--- config.mk ---
export PLATFORM = sky130hd
export DESIGN_NAME = nrzi_rx
export DESIGN_NICKNAME = d
export VERILOG_FILES = /design/src/rtl/nrzi_pkg.sv /design/src/rtl/nrzi_dec.sv /design/src/rtl/nrzi_rx.sv
export SDC_FILE = /design/constraint.sdc
export NUM_CORES = 1
export LEC_CHECK = 0
export CAP_MARGIN = 20
export CORE_MARGIN = 2
export CORE_UTILIZATION = 28
export DETAILED_ROUTE_END_ITERATION = 8
export HOLD_SLACK_MARGIN = 0.15
export PLACE_DENSITY = 0.47
export SLEW_MARGIN = 20
export SYNTH_ARGS = -nofsm -noshare
export SYNTH_HDL_FRONTEND = slang
export SYNTH_SLANG_ARGS = --single-unit
--- constraint.sdc ---
create_clock -name clk -period 3.99 [get_ports clk]
set_clock_uncertainty 0.15 [all_clocks]
set_input_delay 0.5985 -clock clk [delete_from_list [all_inputs] [get_ports clk]]
set_output_delay 0.5985 -clock clk [all_outputs]
set_load 0.02 [all_outputs]
--- src/rtl/nrzi_pkg.sv ---
// Shared NRZI definitions for the line transmitter and receiver.
// Holds default framing words, the receiver state type and the decode rule.
package nrzi_pkg;

    localparam logic [7:0] SYNC_DEF  = 8'h7E;
    localparam logic [7:0] ABORT_DEF = 8'hFF;

    typedef enum logic {
        HUNT   = 1'b0,
        LOCKED = 1'b1
    } state_e;

    // A line transition carries a 1, a steady line carries a 0.
    function automatic logic nrzi_bit(input logic level, input logic prev);
        return level ^ prev;
    endfunction

endpackage

--- src/rtl/nrzi_dec.sv ---
// NRZI bit decoder: inverse of the T-flip-flop transmitter.
// Remembers the previous sampled line level and emits the toggle bit.
module nrzi_dec
    import nrzi_pkg::*;
(
    input  logic clk,
    input  logic rst_n,
    input  logic bit_en_i,
    input  logic line_i,
    output logic dbit_o
);

    logic line_prev_q;

    assign dbit_o = nrzi_bit(line_i, line_prev_q);

    // Track the line level only on sample strobes.
    always_ff @(posedge clk or negedge rst_n) begin
        if (!rst_n) begin
            line_prev_q <= 1'b0;
        end else if (bit_en_i) begin
            line_prev_q <= line_i;
        end
    end

endmodule

--- src/rtl/nrzi_rx.sv ---
// NRZI receiver: decodes the line, hunts for SYNC, frames words
// and delivers them through a single-entry valid/ready slot.
module nrzi_rx
    import nrzi_pkg::*;
#(
    parameter int unsigned         DATA_W = 8,
    parameter logic [DATA_W-1:0]   SYNC   = DATA_W'(SYNC_DEF),
    parameter logic [DATA_W-1:0]   ABORT  = DATA_W'(ABORT_DEF)
) (
    input  logic              clk,
    input  logic              rst_n,
    input  logic              bit_en,
    input  logic              line_in,
    input  logic              clr,
    output logic [DATA_W-1:0] out_data,
    output logic              out_valid,
    input  logic              out_ready,
    output logic              locked,
    output logic              overrun
);

    localparam int unsigned CNT_W =
        (DATA_W > 1) ? $clog2(DATA_W) : 1;
    localparam logic [CNT_W-1:0] CNT_LAST = CNT_W'(DATA_W - 1);

    logic              dbit;
    state_e            state_q;
    logic [DATA_W-1:0] sh_q;
    logic [DATA_W-1:0] sh_d;
    logic [CNT_W-1:0]  cnt_q;
    logic [DATA_W-1:0] out_data_q;
    logic              out_valid_q;
    logic              overrun_q;
    logic              accept;
    logic              slot_free;

    nrzi_dec u_dec (
        .clk      (clk),
        .rst_n    (rst_n),
        .bit_en_i (bit_en),
        .line_i   (line_in),
        .dbit_o   (dbit)
    );

    assign sh_d      = {sh_q[DATA_W-2:0], dbit};
    assign accept    = out_valid_q && out_ready;
    assign slot_free = !out_valid_q || out_ready;

    // Framing FSM, shift register and output slot in one register block.
    always_ff @(posedge clk or negedge rst_n) begin
        if (!rst_n) begin
            state_q     <= HUNT;
            sh_q        <= '0;
            cnt_q       <= '0;
            out_data_q  <= '0;
            out_valid_q <= 1'b0;
            overrun_q   <= 1'b0;
        end else begin
            if (accept) begin
                out_valid_q <= 1'b0;
            end
            if (clr) begin
                state_q   <= HUNT;
                sh_q      <= '0;
                cnt_q     <= '0;
                overrun_q <= 1'b0;
            end else if (bit_en) begin
                sh_q <= sh_d;
                unique case (state_q)
                    HUNT: begin
                        if (sh_d == SYNC) begin
                            state_q <= LOCKED;
                            cnt_q   <= '0;
                        end
                    end
                    LOCKED: begin
                        if (cnt_q == CNT_LAST) begin
                            cnt_q <= '0;
                            if (sh_d == ABORT) begin
                                state_q <= HUNT;
                            end else if (slot_free) begin
                                out_data_q  <= sh_d;
                                out_valid_q <= 1'b1;
                            end else begin
                                overrun_q <= 1'b1;
                            end
                        end else begin
                            cnt_q <= cnt_q + 1'b1;
                        end
                    end
                endcase
            end
        end
    end

    assign out_data  = out_data_q;
    assign out_valid = out_valid_q;
    assign locked    = (state_q == LOCKED);
    assign overrun   = overrun_q;

endmodule

Word level (Yosys, flattened, before mapping):

Cells that the tools add are included.

* bits in registers: 22
* input bits: 6
* output and inout bits: 11
* logic and storage cells: 53

* $add $sub $neg: 1
* equality and inequality tests: 6
* multiplexer cells: 26
* bitwise gates (word level): 4
* reduce and logical (&&, ||, !) cells: 9

Operators by type and width (number)
* two-way mux 1 bit: 18
* two-way mux 7 bit: 2
* two-way mux 3 bit: 4
* == test 8 x 7 -> 1 bit, second input constant: 1
* == test 8 bit, second input constant: 1
* one-hot mux 3 bit (2 select lines): 1
* AND reduction 6 bit: 1
* nonzero test 2 bit: 3
* AND reduction 5 bit: 1
* != test 2 bit, second input constant: 2
* adder 3 x 1 -> 3 bit, second input constant: 1
* == test 3 bit, second input constant: 1
* != test 3 bit, second input constant: 1
* NOT 1 bit: 3
* one-hot mux 1 bit (2 select lines): 1
* AND reduction 2 bit: 1
* logical AND 1 bit: 1
* logical NOT 1 bit: 1
* logical OR 1 bit: 1
* XOR 1 bit: 1

Longest topological paths before layout:

Gate-level depths: netlist of the first run.

* word-level depth: 8
* depth in mapped cells: 6
* gate-level depth less buffers: 6

Cells and area by module:

A second synthesis of the first run with hierarchy kept.

* cell total of the unflattened synthesis: 89
* area total of the unflattened synthesis: 1072.3 um^2

Modules (own cells, without submodules)
* nrzi_rx: instances 1, cells each 86, area an instance 1023.5 um^2, seq. area each 525.5 um^2
* nrzi_dec: instances 1, cells each 3, area an instance 48.8 um^2, seq. area each 25.0 um^2

Worst setup path after synthesis of the first run:

OpenSTA, ideal clock, no wires.

* path type: input port to flip-flop
* start point: input bit_en
* end point: register out_data_q[1] (netlist: out_data[1])
* setup time: 125 ps
* arrival time: 1739 ps
* data required time: 3715 ps
* path slack: 1976 ps
* cell stages on the path: 5
* path buffers: 1
* cell sequence: buf_6 nand3_2 or3b_4 a31o_4 mux2_4

* cells in the longest elaborated chain, start to end: 1

Ends and longest elaborated chain
* start: declaration: line nrzi_rx.sv:12 `input logic bit_en,`
* AND reduction 6 bit (no line)
* end signal: assignment: line nrzi_rx.sv:55 `out_data_q <= '0;`
* end signal: assignment: line nrzi_rx.sv:82 `out_data_q <= sh_d;`
* end: declaration: line nrzi_rx.sv:31 `logic [DATA_W-1:0] out_data_q;`

No other way between the ends.
A chain may end at the register's enable or synchronous reset.

Final worst setup path of the first run:

* start point: input bit_en
* end point: register out_data_q[5] (netlist: out_data[5])

The elaborated chain is that of the path after synthesis.

==> results.sh, run 1 <==
export IMPL_antenna_found_initial=0
export IMPL_grt_use_total_pct=10.5
export IMPL_status="complete, no violations"
export IMPL_fmax_mhz=421
export IMPL_clkTransAtPathRegs_ns=0.12
export IMPL_ctsResizeCount=0
export IMPL_cts_tree="done"
export IMPL_max_cap_violations=0
export IMPL_hold_depth=2
export IMPL_drtIter0Drc=8
export IMPL_tightestPinTransition_ns=0.554
export IMPL_drt_first_pass_iters=2
export IMPL_die_x_um=64.1
export IMPL_worstHoldStart="overrun"
export IMPL_finalWirelength_um=1860
export IMPL_syn_area_um2=1010
export IMPL_rr_worst_depth=6
export IMPL_sw_frac_of_total_pct=20.0
export IMPL_crit_required_ns=4.04
export IMPL_grt_ovfl_total=0
export IMPL_grt_use_met2_pct=15.8
export IMPL_fin_hold_ws_ns=0.359
export IMPL_total_power_w=0.000421
export IMPL_cp_arrival_ns=2.43
export IMPL_slew_headroom_pct=62.9
export IMPL_n_fill_cell=326
export IMPL_final_util_pct=37.6
export IMPL_vias=665
export IMPL_grt_pass1_wl_um=3370
export IMPL_cts_sinks=22
export IMPL_met1_usage_pct=14.1
export IMPL_globalRoute_busiestLayer="met2"
export IMPL_place_ws_ns=1.27
export IMPL_synth_top_family_by_area="multiplexers"
export IMPL_critPathKind="input pin to register"
export IMPL_initial_core_util_pct=29.8
export IMPL_cp_end_kind="register"
export IMPL_antenna_left=0
export IMPL_synth_seq_cells=22
export IMPL_cp_startpoint="bit_en"
export IMPL_yosysWarnings=0
export IMPL_num_io_pins=17
export IMPL_yosys_area_share_simple_pct=11.3
export IMPL_setup_viol=0
export IMPL_rsz0062_at_grt="no"
export IMPL_p_clk_share_pct=40.0
export IMPL_drc_errors=0
export IMPL_hold_viol_final=0
export IMPL_place_congestion=0.641
export IMPL_yosysUniqueCellTypes=26
export IMPL_path_max_fanout=17
export IMPL_pwr_share_seq_pct=54.1
export IMPL_synthXorXnorAreaFrac_pct=0.866
export IMPL_p_comb_share_pct=5.8
export IMPL_cts_hold_buf=0
export IMPL_cp_start_kind="input pin"
export IMPL_die_y_um=64.1
export IMPL_dp_hpwl_um=1300
export IMPL_ys_seq_area_share_pct=54.5
export IMPL_r2r_end="out_data[5]"
export IMPL_grt_start_max_net_pins=23
export IMPL_core_um2=3390
export IMPL_wl_per_cell_um=13.0
export IMPL_finalCriticalPeriod_ns=2.38
export IMPL_p_int_w=0.000337
export IMPL_diodes=0
export IMPL_synth_compound_area_share_pct=12.1
export IMPL_clock_tree_root_cell="clkbuf_4"
export IMPL_synthAdderAreaFrac_pct=2.48
export IMPL_tns_ns=0
export IMPL_die_area_um2=4110
export IMPL_synth_cells=78
export IMPL_drive_above_1_share_pct=18.6
export IMPL_post_cts_setup_buffers=0
export IMPL_p_per_area_nw_per_um2=330
export IMPL_syn2layout_area_growth_pct=26.1
export IMPL_fin_ws_ns=1.61
export IMPL_cts_buffers=3
export IMPL_p_leak_nw=0.586
export IMPL_rows=21
export IMPL_period_share_pct=59.5
export IMPL_rrSetupSlack_ns=1.84
export IMPL_syn_avg_cell_area_um2=13.0
export IMPL_hold_class="register to register"
export IMPL_vdd_ir_drop_max_mv=0.119
export IMPL_insertion_delay_ns=0.30
export IMPL_switching_power_w=0.0000845
export IMPL_rr_startpoint="cnt_q[0]"
export IMPL_synth_mux_area_share_pct=17.0
export IMPL_report_final_slew_viol_count=0
export IMPL_drt_vias_per_instance=4.65
export IMPL_nNetsFinal=106
export IMPL_port_buffers=16
export IMPL_endpoint="out_data[5]"
export IMPL_grt_pass1_vias=690
export IMPL_synth_nets=86
export IMPL_clock_path_buffers=2
export IMPL_use_met3_pct=2.46
export IMPL_htreeDepth=1
-- registers in the layout, summed over array words and instances (netlist names) --
register and count:
locked 1, sh_q 7, u_dec.line_prev_q 1, out_valid 1, overrun 1, out_data 8, cnt_q 3
-- cell usage after synthesis --
library cell	number	area, µm²
mux2_4	6	90.1
dfrtp_1	22	551
nor4_1	1	6.26
nand2b_1	2	12.5
o41ai_1	1	8.76
buf_6	1	11.3
a21oi_1	3	15.0
o22a_2	2	20.0
a31o_4	1	17.5
nor2_1	9	33.8
or3b_4	1	11.3
o2bb2ai_1	3	26.3
ha_1	2	25.0
nor3_1	1	5.00
o31ai_1	1	7.51
a31oi_1	3	18.8
mux2i_1	7	70.1
clkbuf_1	2	7.51
nor2b_1	3	18.8
mux2_2	1	11.3
and3_1	1	6.26
nand2_1	1	3.75
nand3_2	1	10.0
xor2_1	1	8.76
nand4_1	1	6.26
a311oi_1	1	8.76
-- worst min-delay path by stage --
stage / to
floorplan: cnt_q[0]
global placement: overrun
detailed placement: out_data[0]
CTS: out_data[0]
global route: out_data[5]
finish: overrun
-- stage by stage --
| step | instance area [µm²] | std cells |
|---|---|---|
| finish | 1270 | 143 |
| CTS | 1270 | 142 |
| floorplan | 1010 | 78 |
| global route | 1270 | 143 |
| global placement | 1220 | 138 |
| detailed placement | 1220 | 138 |
-- worst max-delay path: stages --
cell and delay [ns]:
clkdlybuf4s50_1 0.45, buf_4 0.24, nand3_2 0.12, or3b_4 0.42
a31o_4 0.27, mux2_4 0.31
-- cell families after synthesis --
group | after synthesis
multiplexers | 14
adder cells (fa/ha/maj) | 2
flip-flops | 22
AND/OR/NAND/NOR | 21
buffers and inverters | 3
XOR/XNOR | 1
AO/OA/AOI/OAI | 15
-- cell type report --
type	count	area, µm²	share of cell area (%)
clock buffer	3	22.5	1.77
tap	46	57.6	4.51
clock inverter	1	30.0	2.36
timing repair buffer	18	173	13.5
multi-input combinational	53	442	34.6
sequential	22	551	43.2
-- layout by cell type, fill, tap and decap left out, drive strengths merged, types with 2 or more instances in the layout --
cell type,n
a21oi,3
a31oi,3
buf,2
clkbuf,3
clkdlybuf4s50,15
dfrtp,22
ha,2
mux2,7
mux2i,7
nand2b,2
nor2,9
nor2b,3
o22a,2
o2bb2ai,3
-- metal layers --
layer  routed length [µm]  vias to the layer above
met1                  940                      326
met3                   56                        2
met2                  845                        8
met5                    0                        -
met4                   21                        0
li1                     -                      329
-- power groups by stage --
stage	clock, W	combinational [W]	sequential [W]
final	0.000169	0.0000246	0.000228
after global routing	0.000189	0.0000275	0.000229
after floorplan	0	0.0000132	0.000232
after detailed placement	0	0.0000251	0.000232
after CTS	0.000177	0.0000250	0.000228
after global placement	0	0.0000248	0.000232
Note: power is estimated with default switching activity, not from simulation.
==> run 2, diff against run 1 <==
--- a/config.mk
+++ b/config.mk
@@ -10,7 +10,7 @@
 export CORE_UTILIZATION = 28
 export DETAILED_ROUTE_END_ITERATION = 8
 export HOLD_SLACK_MARGIN = 0.15
-export PLACE_DENSITY = 0.47
+export PLACE_DENSITY = 0.48
 export SLEW_MARGIN = 20
 export SYNTH_ARGS = -nofsm -noshare
 export SYNTH_HDL_FRONTEND = slang
==> constraint.sdc (replaced) <==
create_clock -name clk -period 2.1 [get_ports clk]
set_clock_uncertainty 0.15 [all_clocks]
set_input_delay 0.315 -clock clk [delete_from_list [all_inputs] [get_ports clk]]
set_output_delay 0.315 -clock clk [all_outputs]
set_load 0.02 [all_outputs]
==> run 2 against run 1 <==
  * Wire length increased by 4.4%
  * Sequential power increased by 90%
  * Largest cell class unchanged
  * Critical path depth did not move
  * Die area is the same
  * Critical endpoint is now out_data[1]
  * Total power grew 94%
  * Flip-flop and latch count is the same
==> results.sh, run 2 (synthesis gave the netlist of run 1 again) <==
export IMPL_syn2layout_area_growth_pct=33.8
export IMPL_place_congestion=0.668
export IMPL_report_final_slew_viol_count=0
export IMPL_fmax_mhz=494
export IMPL_fin_ws_ns=0.0775
export IMPL_clock_tree_root_cell="clkbuf_4"
export IMPL_drtIter0Drc=16
export IMPL_setup_viol=0
export IMPL_rsz0062_at_grt="no"
export IMPL_htreeDepth=1
export IMPL_die_area_um2=4110
export IMPL_dp_cells=145
export IMPL_cp_arrival_ns=2.08
export IMPL_antenna_left=0
export IMPL_initial_core_util_pct=29.8
export IMPL_die_x_um=64.1
export IMPL_vdd_ir_drop_max_mv=0.251
export IMPL_hold_viol_final=0
export IMPL_core_um2=3390
export IMPL_num_io_pins=17
export IMPL_rr_worst_depth=6
export IMPL_grt_pass1_wl_um=3370
export IMPL_cp_start_kind="register"
export IMPL_stdcell_count=151
export IMPL_multi_input_area_um2=457
export IMPL_cts_tree="done"
export IMPL_seqCellArea_um2=551
export IMPL_cts_sinks=22
export IMPL_insertion_delay_ns=0.32
export IMPL_r2r_end="out_data[1]"
export IMPL_hold_class="input pin to asynchronous set/reset pin"
export IMPL_grt_use_total_pct=10.5
export IMPL_clkTransAtPathRegs_ns=0.14
export IMPL_max_cap_violations=0
export IMPL_grt_ovfl_total=0
export IMPL_cts_buffers=3
export IMPL_drt_vias_per_instance=4.63
export IMPL_die_y_um=64.1
export IMPL_status="complete, no violations"
export IMPL_mostFrequentLayoutCell="dfrtp_1"
export IMPL_rows=21
export IMPL_p_leak_nw=0.619
export IMPL_port_buffers=16
export IMPL_finalCriticalPeriod_ns=2.02
export IMPL_layout_common_cells="dfrtp_1, clkdlybuf4s50_1, buf_4"
export IMPL_dp_hpwl_um=1310
export IMPL_rrSetupSlack_ns=0.08
export IMPL_antenna_found_initial=0
export IMPL_tightestPinTransition_ns=0.367
export IMPL_cp_end_kind="register"
export IMPL_wl_per_cell_um=12.9
export IMPL_slew_headroom_pct=75.3
export IMPL_nNetsFinal=114
export IMPL_largest_reg_flops=8
export IMPL_clock_path_buffers=2
export IMPL_vias=699
export IMPL_diodes=0
export IMPL_drive_above_1_share_pct=26.7
export IMPL_grt_pass1_vias=686
export IMPL_critPathKind="register to register"
export IMPL_grt_start_max_net_pins=23
export IMPL_drt_first_pass_iters=2
export IMPL_period_share_pct=96.3
export IMPL_finalWirelength_um=1940
export IMPL_path_max_fanout=6
export IMPL_rr_startpoint="cnt_q[1]"
export IMPL_place_ws_ns=-0.0497
export IMPL_n_fill_cell=333
export IMPL_p_per_area_nw_per_um2=605
export IMPL_crit_required_ns=2.16
export IMPL_drc_errors=0
[run 2: layout make-up]
class / instances / area share (%)
sequential: 22 / 40.7
clock buffer: 3 / 1.67
tap: 46 / 4.26
multi-input combinational: 53 / 33.8
timing repair buffer: 26 / 17.4
clock inverter: 1 / 2.22
[run 2: how the worst max path moves through the flow]
| stage | from | endpoint | slack (ns) | cells after the start |
|---|---|---|---|---|
| 4_1_cts | cnt_q[0] | out_data[4] | 0.007 | 6 |
| 3_5_place_dp | bit_en | out_data[5] | -0.05 | 5 |
| 2_1_floorplan | cnt_q[0] | out_data[1] | 0.09 | 6 |
| 5_1_grt | cnt_q[0] | out_data[6] | 0.01 | 6 |
| 6_report | cnt_q[1] | out_data[1] | 0.08 | 6 |
| 3_3_place_gp | bit_en | out_data[2] | -0.02 | 5 |
[run 2: what timing repair did]
action | 4_1_cts | 5_1_grt
resized for setup | 0 | 3
buffers inserted | 0 | 2
hold buffers | 0 | 0
endpoints found under the setup margin | 0 | 6
[run 2: power by group]
part           switching (W)  total (W)  internal (W)
sequential        0.00000472   0.000433      0.000429
clock               0.000139   0.000332      0.000193
combinational      0.0000291  0.0000535     0.0000243
[run 2: per-layer routing]
layer  global-route usage, %  up-vias  wire length, µm  part of all wire, %
met3                    1.76        5               42                  2.2
li1                        -      343                -                    -
met5                       0        -                0                    0
met1                    15.8      341             1020                   52
met4                    5.59        0               42                  2.2
met2                    14.3       10              844                   43
[run 2: critical path: stages (launching register included)]
cell	delay, ns
dfrtp_1	0.39
ha_2	0.21
ha_4	0.14
nand3_2	0.08
or3b_4	0.40
a31o_4	0.26
mux2_4	0.30
[run 2: through the flow]
stage	util, %	area, µm²	hold WS [ns]	TNS [ns]	power (W)
2_1_floorplan	-	1010	-0.131	0	0.000465
3_3_place_gp	37.5	1270	0.329	-0.114	0.000496
3_5_place_dp	37.5	1270	0.331	-0.286	0.000497
4_1_cts	39.0	1320	0.191	0	0.000831
5_1_grt	39.9	1350	0.204	0	0.000855
6_report	39.9	1350	0.180	0	0.000819
